`src/rtl/riscv_exec_pkg.sv`:
```
`default_nettype none
// +--------------------------------------------------------------------------+
// | Module : riscv_exec_pkg                                                   |
// | Brief  : Shared opcode/funct constants and FSM state type for the RV      |
// |          execution unit; BUSY exists only when RISCV_EXEC_MUL_EN is set.  |
// | Rev    : 1.0                                                              |
// +--------------------------------------------------------------------------+
package riscv_exec_pkg;

    localparam logic [6:0] OP           = 7'b0110011;
    localparam logic [6:0] OP_IMM       = 7'b0010011;
    localparam logic [6:0] BRANCH       = 7'b1100011;

    localparam logic [6:0] c_f7_base    = 7'b0000000;
    localparam logic [6:0] c_f7_alt     = 7'b0100000;
    localparam logic [6:0] c_f7_muldiv  = 7'b0000001;

    localparam logic [2:0] c_f3_add     = 3'b000;
    localparam logic [2:0] c_f3_sll     = 3'b001;
    localparam logic [2:0] c_f3_slt     = 3'b010;
    localparam logic [2:0] c_f3_sltu    = 3'b011;
    localparam logic [2:0] c_f3_xor     = 3'b100;
    localparam logic [2:0] c_f3_sr      = 3'b101;
    localparam logic [2:0] c_f3_or      = 3'b110;
    localparam logic [2:0] c_f3_and     = 3'b111;

    localparam logic [2:0] c_f3_beq     = 3'b000;
    localparam logic [2:0] c_f3_bne     = 3'b001;
    localparam logic [2:0] c_f3_blt     = 3'b100;
    localparam logic [2:0] c_f3_bge     = 3'b101;
    localparam logic [2:0] c_f3_bltu    = 3'b110;
    localparam logic [2:0] c_f3_bgeu    = 3'b111;

`ifdef RISCV_EXEC_MUL_EN
    typedef enum logic [1:0] {
        IDLE = 2'b00,
        BUSY = 2'b01,
        HOLD = 2'b10
    } exec_state_t;
`else
    typedef enum logic [1:0] {
        IDLE = 2'b00,
        HOLD = 2'b10
    } exec_state_t;
`endif

endpackage
`default_nettype wire

```
`src/rtl/riscv_exec_mul.sv`:
```
`default_nettype none
// +--------------------------------------------------------------------------+
// | Module : riscv_exec_mul                                                   |
// | Brief  : Iterative shift-add multiplier, one multiplier bit per cycle,    |
// |          used by riscv_exec_unit only when RISCV_EXEC_MUL_EN is defined.  |
// | Rev    : 1.0                                                              |
// +--------------------------------------------------------------------------+
module riscv_exec_mul #(
    parameter  int XLEN = 32,
    localparam int CNTW = $clog2(XLEN)
) (
    input  logic            clk,
    input  logic            rst_n,
    input  logic            i_start,
    input  logic [XLEN-1:0] i_multiplicand,
    input  logic [XLEN-1:0] i_multiplier,
    output logic            o_done,
    output logic [XLEN-1:0] o_product
);

    localparam logic [CNTW-1:0] c_last = CNTW'(XLEN - 1);

    logic [XLEN-1:0] r_acc;
    logic [XLEN-1:0] r_mcand;
    logic [XLEN-1:0] r_mplier;
    logic [CNTW-1:0] r_count;
    logic            r_busy;
    logic [XLEN-1:0] w_acc_next;

    assign w_acc_next = r_mplier[0] ? (r_acc + r_mcand) : r_acc;

    // Product is presented combinationally on the final step so the caller
    // can register it on the same edge that would retire the last bit.
    assign o_done    = r_busy && (r_count == c_last);
    assign o_product = w_acc_next;

    always_ff @(posedge clk or negedge rst_n) begin
        if (!rst_n) begin
            r_acc    <= '0;
            r_mcand  <= '0;
            r_mplier <= '0;
            r_count  <= '0;
            r_busy   <= 1'b0;
        end else if (i_start) begin
            r_acc    <= '0;
            r_mcand  <= i_multiplicand;
            r_mplier <= i_multiplier;
            r_count  <= '0;
            r_busy   <= 1'b1;
        end else if (r_busy) begin
            r_acc    <= w_acc_next;
            r_mcand  <= r_mcand << 1;
            r_mplier <= r_mplier >> 1;
            r_count  <= r_count + 1'b1;
            if (o_done) begin
                r_busy <= 1'b0;
            end
        end
    end

endmodule
`default_nettype wire

```
`src/rtl/riscv_exec_unit.sv`:
```
`default_nettype none
// +--------------------------------------------------------------------------+
// | Module : riscv_exec_unit                                                  |
// | Brief  : RV32/64 integer ALU + branch compare with valid/ready handshake; |
// |          RISCV_EXEC_MUL_EN adds an iterative MUL through riscv_exec_mul.  |
// | Rev    : 1.0                                                              |
// +--------------------------------------------------------------------------+
module riscv_exec_unit
    import riscv_exec_pkg::*;
#(
    parameter  int XLEN = 32,
    localparam int SHW  = $clog2(XLEN)
) (
    input  logic            clk,
    input  logic            rst_n,
    input  logic            in_valid,
    output logic            in_ready,
    input  logic [XLEN-1:0] operand1,
    input  logic [XLEN-1:0] operand2,
    input  logic [6:0]      opcode,
    input  logic [2:0]      funct3,
    input  logic [6:0]      funct7,
    output logic            out_valid,
    input  logic            out_ready,
    output logic [XLEN-1:0] result,
    output logic            zero,
    output logic            illegal
);

    exec_state_t     r_state;
    exec_state_t     w_next_state;
    logic [XLEN-1:0] r_result;
    logic            r_zero;
    logic            r_illegal;

    logic            w_accept;
    logic            w_load;
    logic [SHW-1:0]  w_shamt;
    logic [XLEN-1:0] w_sum;
    logic [XLEN-1:0] w_diff;
    logic [XLEN-1:0] w_sll;
    logic [XLEN-1:0] w_srl;
    logic [XLEN-1:0] w_sra;
    logic            w_eq;
    logic            w_slt;
    logic            w_sltu;
    logic [XLEN-1:0] w_slt_word;
    logic [XLEN-1:0] w_sltu_word;
    logic [XLEN-1:0] w_alu_result;
    logic            w_alu_zero;
    logic            w_alu_illegal;

`ifdef RISCV_EXEC_MUL_EN
    logic            w_is_mul;
    logic            w_mul_start;
    logic            w_mul_done;
    logic [XLEN-1:0] w_mul_product;
`endif

    assign w_shamt     = operand2[SHW-1:0];
    assign w_sum       = operand1 + operand2;
    assign w_diff      = operand1 - operand2;
    assign w_sll       = operand1 << w_shamt;
    assign w_srl       = operand1 >> w_shamt;
    assign w_sra       = $signed(operand1) >>> w_shamt;
    assign w_eq        = (operand1 == operand2);
    assign w_slt       = ($signed(operand1) < $signed(operand2));
    assign w_sltu      = (operand1 < operand2);
    assign w_slt_word  = {{(XLEN-1){1'b0}}, w_slt};
    assign w_sltu_word = {{(XLEN-1){1'b0}}, w_sltu};

    // Illegal requests leave result/zero at their zero defaults.
    always_comb begin
        w_alu_result  = '0;
        w_alu_zero    = 1'b0;
        w_alu_illegal = 1'b0;
`ifdef RISCV_EXEC_MUL_EN
        w_is_mul      = 1'b0;
`endif
        case (opcode)
            OP: begin
                if (funct7 == c_f7_base) begin
                    case (funct3)
                        c_f3_add:  w_alu_result = w_sum;
                        c_f3_sll:  w_alu_result = w_sll;
                        c_f3_slt:  w_alu_result = w_slt_word;
                        c_f3_sltu: w_alu_result = w_sltu_word;
                        c_f3_xor:  w_alu_result = operand1 ^ operand2;
                        c_f3_sr:   w_alu_result = w_srl;
                        c_f3_or:   w_alu_result = operand1 | operand2;
                        default:   w_alu_result = operand1 & operand2;
                    endcase
                end else if ((funct7 == c_f7_alt) && (funct3 == c_f3_add)) begin
                    w_alu_result = w_diff;
                end else if ((funct7 == c_f7_alt) && (funct3 == c_f3_sr)) begin
                    w_alu_result = w_sra;
`ifdef RISCV_EXEC_MUL_EN
                end else if ((funct7 == c_f7_muldiv) && (funct3 == c_f3_add)) begin
                    w_is_mul = 1'b1;
`endif
                end else begin
                    w_alu_illegal = 1'b1;
                end
            end
            OP_IMM: begin
                case (funct3)
                    c_f3_add:  w_alu_result = w_sum;
                    c_f3_slt:  w_alu_result = w_slt_word;
                    c_f3_sltu: w_alu_result = w_sltu_word;
                    c_f3_xor:  w_alu_result = operand1 ^ operand2;
                    c_f3_or:   w_alu_result = operand1 | operand2;
                    c_f3_and:  w_alu_result = operand1 & operand2;
                    c_f3_sll: begin
                        if (funct7 == c_f7_base) w_alu_result = w_sll;
                        else                     w_alu_illegal = 1'b1;
                    end
                    default: begin
                        if (funct7 == c_f7_base)     w_alu_result = w_srl;
                        else if (funct7 == c_f7_alt) w_alu_result = w_sra;
                        else                         w_alu_illegal = 1'b1;
                    end
                endcase
            end
            BRANCH: begin
                case (funct3)
                    c_f3_beq:  w_alu_zero = w_eq;
                    c_f3_bne:  w_alu_zero = !w_eq;
                    c_f3_blt:  w_alu_zero = w_slt;
                    c_f3_bge:  w_alu_zero = !w_slt;
                    c_f3_bltu: w_alu_zero = w_sltu;
                    c_f3_bgeu: w_alu_zero = !w_sltu;
                    default:   w_alu_illegal = 1'b1;
                endcase
            end
            default: w_alu_illegal = 1'b1;
        endcase
    end

    assign out_valid = (r_state == HOLD);
    assign in_ready  = (r_state == IDLE) || ((r_state == HOLD) && out_ready);
    assign w_accept  = in_valid && in_ready;
    assign result    = r_result;
    assign zero      = r_zero;
    assign illegal   = r_illegal;

    always_comb begin
        w_next_state = r_state;
        w_load       = 1'b0;
`ifdef RISCV_EXEC_MUL_EN
        w_mul_start  = 1'b0;
`endif
        case (r_state)
            IDLE, HOLD: begin
                if (w_accept) begin
                    w_next_state = HOLD;
                    w_load       = 1'b1;
`ifdef RISCV_EXEC_MUL_EN
                    if (w_is_mul) begin
                        w_next_state = BUSY;
                        w_load       = 1'b0;
                        w_mul_start  = 1'b1;
                    end
`endif
                end else if ((r_state == HOLD) && out_ready) begin
                    w_next_state = IDLE;
                end
            end
`ifdef RISCV_EXEC_MUL_EN
            BUSY: begin
                if (w_mul_done) w_next_state = HOLD;
            end
`endif
            default: w_next_state = IDLE;
        endcase
    end

    always_ff @(posedge clk or negedge rst_n) begin
        if (!rst_n) begin
            r_state   <= IDLE;
            r_result  <= '0;
            r_zero    <= 1'b0;
            r_illegal <= 1'b0;
        end else begin
            r_state <= w_next_state;
            if (w_load) begin
                r_result  <= w_alu_result;
                r_zero    <= w_alu_zero;
                r_illegal <= w_alu_illegal;
`ifdef RISCV_EXEC_MUL_EN
            end else if ((r_state == BUSY) && w_mul_done) begin
                r_result  <= w_mul_product;
                r_zero    <= 1'b0;
                r_illegal <= 1'b0;
`endif
            end
        end
    end

`ifdef RISCV_EXEC_MUL_EN
    riscv_exec_mul #(
        .XLEN (XLEN)
    ) u_mul (
        .clk            (clk),
        .rst_n          (rst_n),
        .i_start        (w_mul_start),
        .i_multiplicand (operand1),
        .i_multiplier   (operand2),
        .o_done         (w_mul_done),
        .o_product      (w_mul_product)
    );
`endif

endmodule
`default_nettype wire
```
`config.mk`:
```
export PLATFORM = sky130hd
export DESIGN_NAME = riscv_exec_unit
export DESIGN_NICKNAME = d
export VERILOG_FILES = /design/src/rtl/riscv_exec_pkg.sv /design/src/rtl/riscv_exec_mul.sv /design/src/rtl/riscv_exec_unit.sv
export SDC_FILE = /design/constraint.sdc
export NUM_CORES = 1
export LEC_CHECK = 0
export CELL_PAD_IN_SITES_DETAIL_PLACEMENT = 0
export CELL_PAD_IN_SITES_GLOBAL_PLACEMENT = 2
export CORE_MARGIN = 3
export CORE_UTILIZATION = 30
export CTS_CLUSTER_DIAMETER = 30
export DETAILED_ROUTE_END_ITERATION = 10
export GPL_ROUTABILITY_DRIVEN = 0
export PLACE_DENSITY_LB_ADDON = 0.1
export SLEW_MARGIN = 25
export SYNTH_ARGS = -nofsm -noshare
export SYNTH_HDL_FRONTEND = slang
export SYNTH_SLANG_ARGS = --single-unit
export TNS_END_PERCENT = 1
```
`constraint.sdc`:
```
create_clock -name clk -period 1.7 [get_ports clk]
set_input_delay 0.34 -clock clk [delete_from_list [all_inputs] [get_ports clk]]
set_output_delay 0.34 -clock clk [all_outputs]
set_load 0.05 [all_outputs]
```
==> metrics.md, run 1 <==
| Metric | Value |
|---|---|
| Final period util | `175%` |
| Starting Density | `30.5%` |
| FP Rows | `a little over 70` |
| Layout Nets | `approximately 2,600` |
| Max cap viols | `0` |
| Yosys warning total | `0` |
| Clock Latency Late Sink | `slightly above 0.3 ns` |
| Hpwl dp | `between 50,000 and 60,000 µm` |
| FF-to-FF End | `result[22]$_DFFE_PN0P_` |
| Primary FF master, synth | `dfrtp_1` |
| Tot GR Track Use | `33.4%` |
| Placeable Area | `between 30,000 and 40,000 µm²` |
| Layout cell share with drive strength beyond 1 | `43.5%` |
| Root Driver | `clkbuf_16` |
| Placed Cells | `2,890` |
| Clock slew at reported path FFs | `about 0.080 ns` |
| WP data required | `between 1.5 and 2 ns` |
| Syn-to-layout area delta | `66.8%` |
| Post-DR wirelength/cell | `between 20 and 25 µm` |
| Setup WS post-layout | `-1.28 ns` |
| Fin cells | `roughly 2,900` |
| Hold_buf cts | `0` |
| Bufs on Longest Clock Path | `2` |
| Die H | `slightly above 200 µm` |
| N_diodes | `0` |
| Hold Crit Class | `in2async` |
| Reg2reg setup slack | `-0.08 ns` |
| Net count after synthesis | `about 1,900` |
| Failing checks | `negative setup slack` |
| Post-synthesis sequential area ratio | `around 7.4%` |
| Clock Skew | `about 0.0090 ns` |
| Result of the run | `finished, violations left` |
| Vias in the first global route | `~17,000` |
| CTS buffer count | `5` |
| Initial antenna violation count | `2` |
| H-tree Lvls | `2` |
| Pwr dens | `around 420 nW/µm²` |
| RSZ-0062 raised after global routing | `true` |
| Detailed Route WL | `between 70,000 and 80,000 µm` |
| First-pass GRT wire length | `~110,000 µm` |
| Area of the die | `about 42,000 µm²` |
| Data arrival time of the worst path | `about 3.2 ns` |
| Syn Std Cell Area | `11,800 µm²` |
| Worst R2R Path Depth | `10` |
| Number of port buffers | `between 100 and 150` |
| Ys async rst share | `100%` |
| Die X | `about 200 µm` |
| Number of synthesized flops with an enable pin | `0` |
| Netlist cell types | `83` |
| Starting DRT DRC Count | `approximately 1,900` |
| Min Tclk post-route | `a little under 3 ns` |
| Synth area leader | `ha_1` |
| Final ANT Viol Nets | `0` |
| Crit start category | `input port` |
| Yosys reg bits | `35` |
| TritonRoute pass-1 iters | `6` |
| Critical Path Sink | `result[28]$_DFFE_PN0P_` |
| Via density | `between 5 and 6` |
| Crit end category | `register` |
| Clock sinks | `35` |
| Fin. Hold Viols | `0` |
| CTS tree | `built` |
| Total number of vias | `approximately 17,000` |
| Number of I/O pins | `~120` |
| Worst Max-Slew Pin Slew | `approximately 0.76 ns` |
| Post-synth top area share | `10.2%` |
| Synth Instances | `roughly 1,800` |
| Most frequent cells in the layout | `buf_4, nor2_1, nand2_1` |
| Worst r2r src | `r_state[1]$_DFFE_PN0P_` |
| VDD IR max | `~0.42 mV` |
| DRC | `0` |
| Commonest non-fill, non-tap cell in the layout | `buf_4` |
| Endpoints failing setup | `34` |
| Final design utilization | `roughly half` |
| Synth area leaders | `ha_1, dfrtp_1, o21ai_0` |
| Max Fclk | `between 300 and 400 MHz` |
| Normalized max-slew margin | `between 40% and 50%` |
| Setup crit start | `operand2[14]` |
| Number of max-slew violations in the final report | `0` |
| Worst-path fanout max | `2` |
| Setup CP Type | `in2reg` |
| Largest net degree at the start of global routing | `~80` |
| Total grt overflow | `0` |
| Mapped Avg Cell Area | `just under 7 µm²` |
| Leakage | `about 9 nW` |
[cell usage after synthesis (8+ instances only)]
| cell type | count |
|---|---|
| nand4_1 | 14 |
| nand2_1 | 166 |
| mux2i_1 | 59 |
| nand2b_1 | 14 |
| and2_1 | 9 |
| buf_1 | 18 |
| o21ai_0 | 174 |
| inv_1 | 108 |
| and3_1 | 9 |
| a31oi_1 | 23 |
| nand3_1 | 39 |
| nor2_1 | 192 |
| xnor2_1 | 32 |
| or2_2 | 8 |
| a22oi_1 | 31 |
| mux4_2 | 36 |
| a211o_1 | 14 |
| a21oi_1 | 166 |
| a211oi_1 | 33 |
| dfrtp_1 | 35 |
| o31ai_1 | 17 |
| o22ai_1 | 32 |
| nor3_1 | 41 |
| nor2b_1 | 11 |
| a221oi_1 | 15 |
| mux2_2 | 24 |
| o221ai_1 | 15 |
| o211ai_1 | 22 |
| o311ai_0 | 11 |
| clkbuf_1 | 99 |
| nor4_1 | 18 |
| buf_2 | 23 |
| o21bai_1 | 16 |
| a21o_1 | 9 |
| a2111oi_0 | 8 |
| ha_1 | 97 |
[cell families (layout without fill, tap and decap cells)]
group / after synthesis / in the layout / synth area share [%]
simple gates: 539 / 539 / 20.2
buf+inv: 258 / 918 / 8.64
fa+ha+maj: 99 / 99 / 10.6
compound gates: 665 / 665 / 36.3
xor+xnor: 38 / 38 / 2.81
mux: 119 / 119 / 14.1
flops: 35 / 35 / 7.39
[timing repair]
action                                  4_1_cts  5_1_grt
resized for setup                           330      102
endpoints found under the setup margin       34       34
cloned                                        0        1
endpoints found under the hold margin         0        0
pin swaps                                    93       55
setup buffers                                23        9
[state kept, by name (all words and copies together) (netlist names)]
signal / cells
r_state: 1
zero: 1
result: 32
illegal: 1
[layer usage]
layer / routed length, µm / GRT usage (%) / vias to the layer above
met2: 31600 / 51.6 / 961
met3: 6550 / 6.39 / 186
met4: 3810 / 14.7 / 4
met1: 30600 / 45.3 / 8273
met5: 21 / 0 / -
li1: - / - / 7821
[power by group]
| part | internal (mW) | switching [mW] | leakage (nW) | total (mW) |
|---|---|---|---|---|
| clock network | 0.547 | 0.482 | 0.0679 | 1.03 |
| registers | 0.848 | 0.0117 | 0.473 | 0.860 |
| logic | 2.95 | 3.50 | 8.23 | 6.45 |
| total | 4.34 | 3.99 | 8.77 | 8.34 |
[layout make-up]
type / instances / area [µm²]
timing repair buffer: 798 / 6490
clock buffer: 7 / 133
clock inverter: 1 / 5.00
sequential: 35 / 876
fill: 3963 / 19100
multi-input combinational: 1460 / 11200
inverter: 112 / 450
tap: 518 / 648
[worst min-delay path by stage]
stage | endpoint | slack [ns] | depth (start not counted)
2_1_floorplan | illegal$_DFFE_PN0P_ | 0.04 | 0
3_3_place_gp | result[6]$_DFFE_PN0P_ | 0.44 | 2
3_5_place_dp | result[6]$_DFFE_PN0P_ | 0.45 | 2
4_1_cts | result[8]$_DFFE_PN0P_ | 0.12 | 2
5_1_grt | result[8]$_DFFE_PN0P_ | 0.14 | 2
6_report | result[7]$_DFFE_PN0P_ | 0.09 | 2
[worst max-delay path, stage by stage]
cell,delay (ns)
buf_6,0.07
inv_2,0.04
ha_4,0.26
and3_4,0.19
nand2_2,0.04
or3_4,0.37
o211ai_4,0.27
o31ai_4,0.12
o31a_1,0.30
o41a_1,0.44
or4_1,0.43
a31oi_1,0.19
o22a_2,0.15
[metrics by stage]
stage          TNS [ns]  worst slack (ns)  hold WS (ns)  cell area, µm²  total power [mW]
6_report         -34.86             -1.28        0.0911           19800              8.34
5_1_grt          -39.06             -1.35         0.137           19800              8.70
4_1_cts          -34.62             -1.26         0.122           19300              8.00
3_5_place_dp     -62.86             -2.17         0.449           18100              6.57
3_3_place_gp     -60.92             -2.09         0.445           18100              6.54
2_1_floorplan    -39.65             -1.44        0.0444           12100              3.48
(Power assumes the default switching activity.)
==> run 2, diff against run 1 <==
Settings changed: PLACE_DENSITY set to 0.82, PLACE_DENSITY_LB_ADDON 0.1 to not set.
==> run 2 against run 1 <==
The run still ends with negative setup slack left; clock skew barely moved; final cell count fell by 0.41%; combinational power fell by 2%; utilization fell by 0.60 points; largest power group unchanged; highest routed layer unchanged.
==> metrics.md, run 2 (synthesized netlist as in run 1, its figures left out) <==
| Metric | Value |
|---|---|
| Die H | `roughly 200 µm` |
| Placed Cells | `between 2,000 and 3,000` |
| FF-to-FF End | `result[16]$_DFFE_PN0P_` |
| Critical Path Sink | `result[15]$_DFFE_PN0P_` |
| Area of the die | `41,900 µm²` |
| Die X | `roughly 200 µm` |
| Pwr dens | `between 400 and 500 nW/µm²` |
| VDD IR max | `0.411 mV` |
| Clock sinks | `35` |
| Seq pwr share | `roughly a tenth` |
| Final design utilization | `between 50% and 60%` |
| Setup CP Type | `in2reg` |
| Final period util | `181%` |
| Reg2reg setup slack | `-0.25 ns` |
| Design area | `19,500 µm²` |
| Worst r2r src | `r_state[1]$_DFFE_PN0P_` |
| Crit start category | `input port` |
| CTS tree | `built` |
| Met1 Usage GRT | `about 41%` |
| DRC | `0` |
| Detailed Route WL | `slightly below 70,000 µm` |
| Hold_buf cts | `0` |
| Vias in the first global route | `roughly 16,000` |
| CTS buffer count | `5` |
| Sw Ratio | `a little under half` |
| Result of the run | `finished, violations left` |
| Layout cell share with drive strength beyond 1 | `about two fifths` |
| Initial antenna violation count | `2` |
| Endpoints failing setup | `34` |
| GR Util met3 | `under 10%` |
| Number of max-slew violations in the final report | `0` |
| Clock Skew | `~0.0086 ns` |
| Busiest grt layer | `met2` |
| RSZ-0062 raised after global routing | `true` |
| Most frequent cells in the layout | `buf_4, nor2_1, nand2_1` |
| Final ANT Viol Nets | `0` |
| Starting DRT DRC Count | `around 2,000` |
| Root Driver | `clkbuf_16` |
| WP data required | `about 1.9 ns` |
| Fin cells | `2,919` |
| Largest net degree at the start of global routing | `82` |
| Layout Nets | `between 2,000 and 3,000` |
| Syn-to-layout area delta | `64.8%` |
| Hold Crit Class | `in2async` |
| GR Util met2 | `approximately half` |
| Max Fclk | `approximately 330 MHz` |
| Switch Pwr | `3.85 mW` |
| Total grt overflow | `0` |
| Commonest non-fill, non-tap cell in the layout | `buf_4` |
| Hpwl dp | `54,500 µm` |
| Setup crit start | `operand1[9]` |
| Worst-path fanout max | `5` |
| Combinational Power Share | `between 70% and 80%` |
| Post-DR wirelength/cell | `around 23 µm` |
| FP Rows | `72` |
| Worst R2R Path Depth | `8` |
| Max cap viols | `0` |
| Crit end category | `register` |
| First-pass GRT wire length | `99,700 µm` |
| Int Power | `4.36 mW` |
| Data arrival time of the worst path | `around 3.3 ns` |
| Max reg flops | `32` |
| Number of I/O pins | `approximately 120` |
| Bufs on Longest Clock Path | `2` |
| Failing checks | `negative setup slack` |
| Starting Density | `30.5%` |
| N_diodes | `0` |
| Placeable Area | `~39,000 µm²` |
| Number of port buffers | `between 100 and 150` |
| Clock network power share | `12.6%` |
| Clock slew at reported path FFs | `0.06 ns` |
| Worst Max-Slew Pin Slew | `between 0.9 and 1 ns` |
| Fin. Hold Viols | `0` |
| Total number of vias | `between 15,000 and 20,000` |
| Placed inst area | `approximately 18,000 µm²` |
| Leakage | `8.76 nW` |
| TritonRoute pass-1 iters | `6` |
| Setup WS post-layout | `-1.37 ns` |
| Via density | `slightly below 6` |
| Tot GR Track Use | `30.8%` |
| Normalized max-slew margin | `a little under two fifths` |
| Min Tclk post-route | `a little over 3 ns` |
| H-tree Lvls | `2` |
| Clock Latency Late Sink | `0.29 ns` |
run 2: cell types whose count changed in the layout (fill, tap and decap cells not counted), moves of 6 or more:
| cell | previous run | this run |
|---|---|---|
| ha_1 | 62 | 70 |
| dlygate4sd2_1 | 16 | 22 |
| mux2i_2 | 10 | 4 |
| clkdlybuf4s50_1 | 29 | 39 |
| buf_6 | 29 | 11 |
| inv_1 | 72 | 84 |
| ha_4 | 28 | 19 |
| inv_2 | 31 | 24 |
run 2: final cells by class:
type,instances,area [µm²]
Fill cell,3788,19300
Multi-Input combinational cell,1460,11100
Timing Repair Buffer,786,6310
Sequential cell,35,876
Tap cell,518,648
Inverter,112,435
Clock buffer,8,156
run 2: what timing repair did:
item,in CTS,in global routing
buffers inserted,10,14
cloned,0,1
pin swaps,55,69
gates resized for setup,172,135
setup endpoints to repair,34,34
run 2: metal layers:
layer | part of all wire [%] | vias up | wire, µm
met2 | 44 | 1091 | 29600
met1 | 40 | 8104 | 27100
li1 | - | 7810 | -
met4 | 5.3 | 4 | 3610
met3 | 11 | 217 | 7470
met5 | 0.044 | - | 30
run 2: worst min-delay path by stage:
stage                      from                      to  slack, ns  depth (start not counted)
after floorplan           rst_n     illegal$_DFFE_PN0P_       0.04                          0
after global placement    rst_n  result[10]$_DFFE_PN0P_       0.32                          2
after detailed placement  rst_n   result[7]$_DFFE_PN0P_       0.33                          2
after CTS                 rst_n   result[7]$_DFFE_PN0P_       0.03                          2
after global routing      rst_n   result[7]$_DFFE_PN0P_       0.03                          2
final                     rst_n   result[7]$_DFFE_PN0P_      0.009                          2
run 2: metrics by stage:
step	setup WS (ns)	TNS [ns]	hold WS (ns)	total power, mW
floorplan	-1.44	-39.65	0.0444	3.48
global placement	-2.09	-58.86	0.324	6.38
detailed placement	-2.19	-60.69	0.332	6.43
CTS	-1.47	-41.10	0.0268	7.75
global route	-1.44	-42.03	0.0334	8.55
finish	-1.37	-38.26	0.00947	8.21
run 2: worst max-delay path: stages:
cell,delay (ns)
dlygate4sd2_1,0.26
inv_2,0.08
ha_4,0.21
buf_12,0.13
or4_4,0.45
or3_4,0.41
nor2_4,0.14
a211oi_4,0.09
buf_4,0.15
xnor2_2,0.25
a22oi_2,0.17
buf_4,0.16
a311o_1,0.32
o21ai_1,0.13
run 2: power groups by stage:
stage	Sequential [mW]	Clock, mW	Combinational (mW)
6_report	0.861	1.03	6.32
5_1_grt	0.862	1.06	6.63
3_3_place_gp	0.876	0	5.51
4_1_cts	0.862	1.04	5.85
2_1_floorplan	0.928	0	2.55
3_5_place_dp	0.877	0	5.56
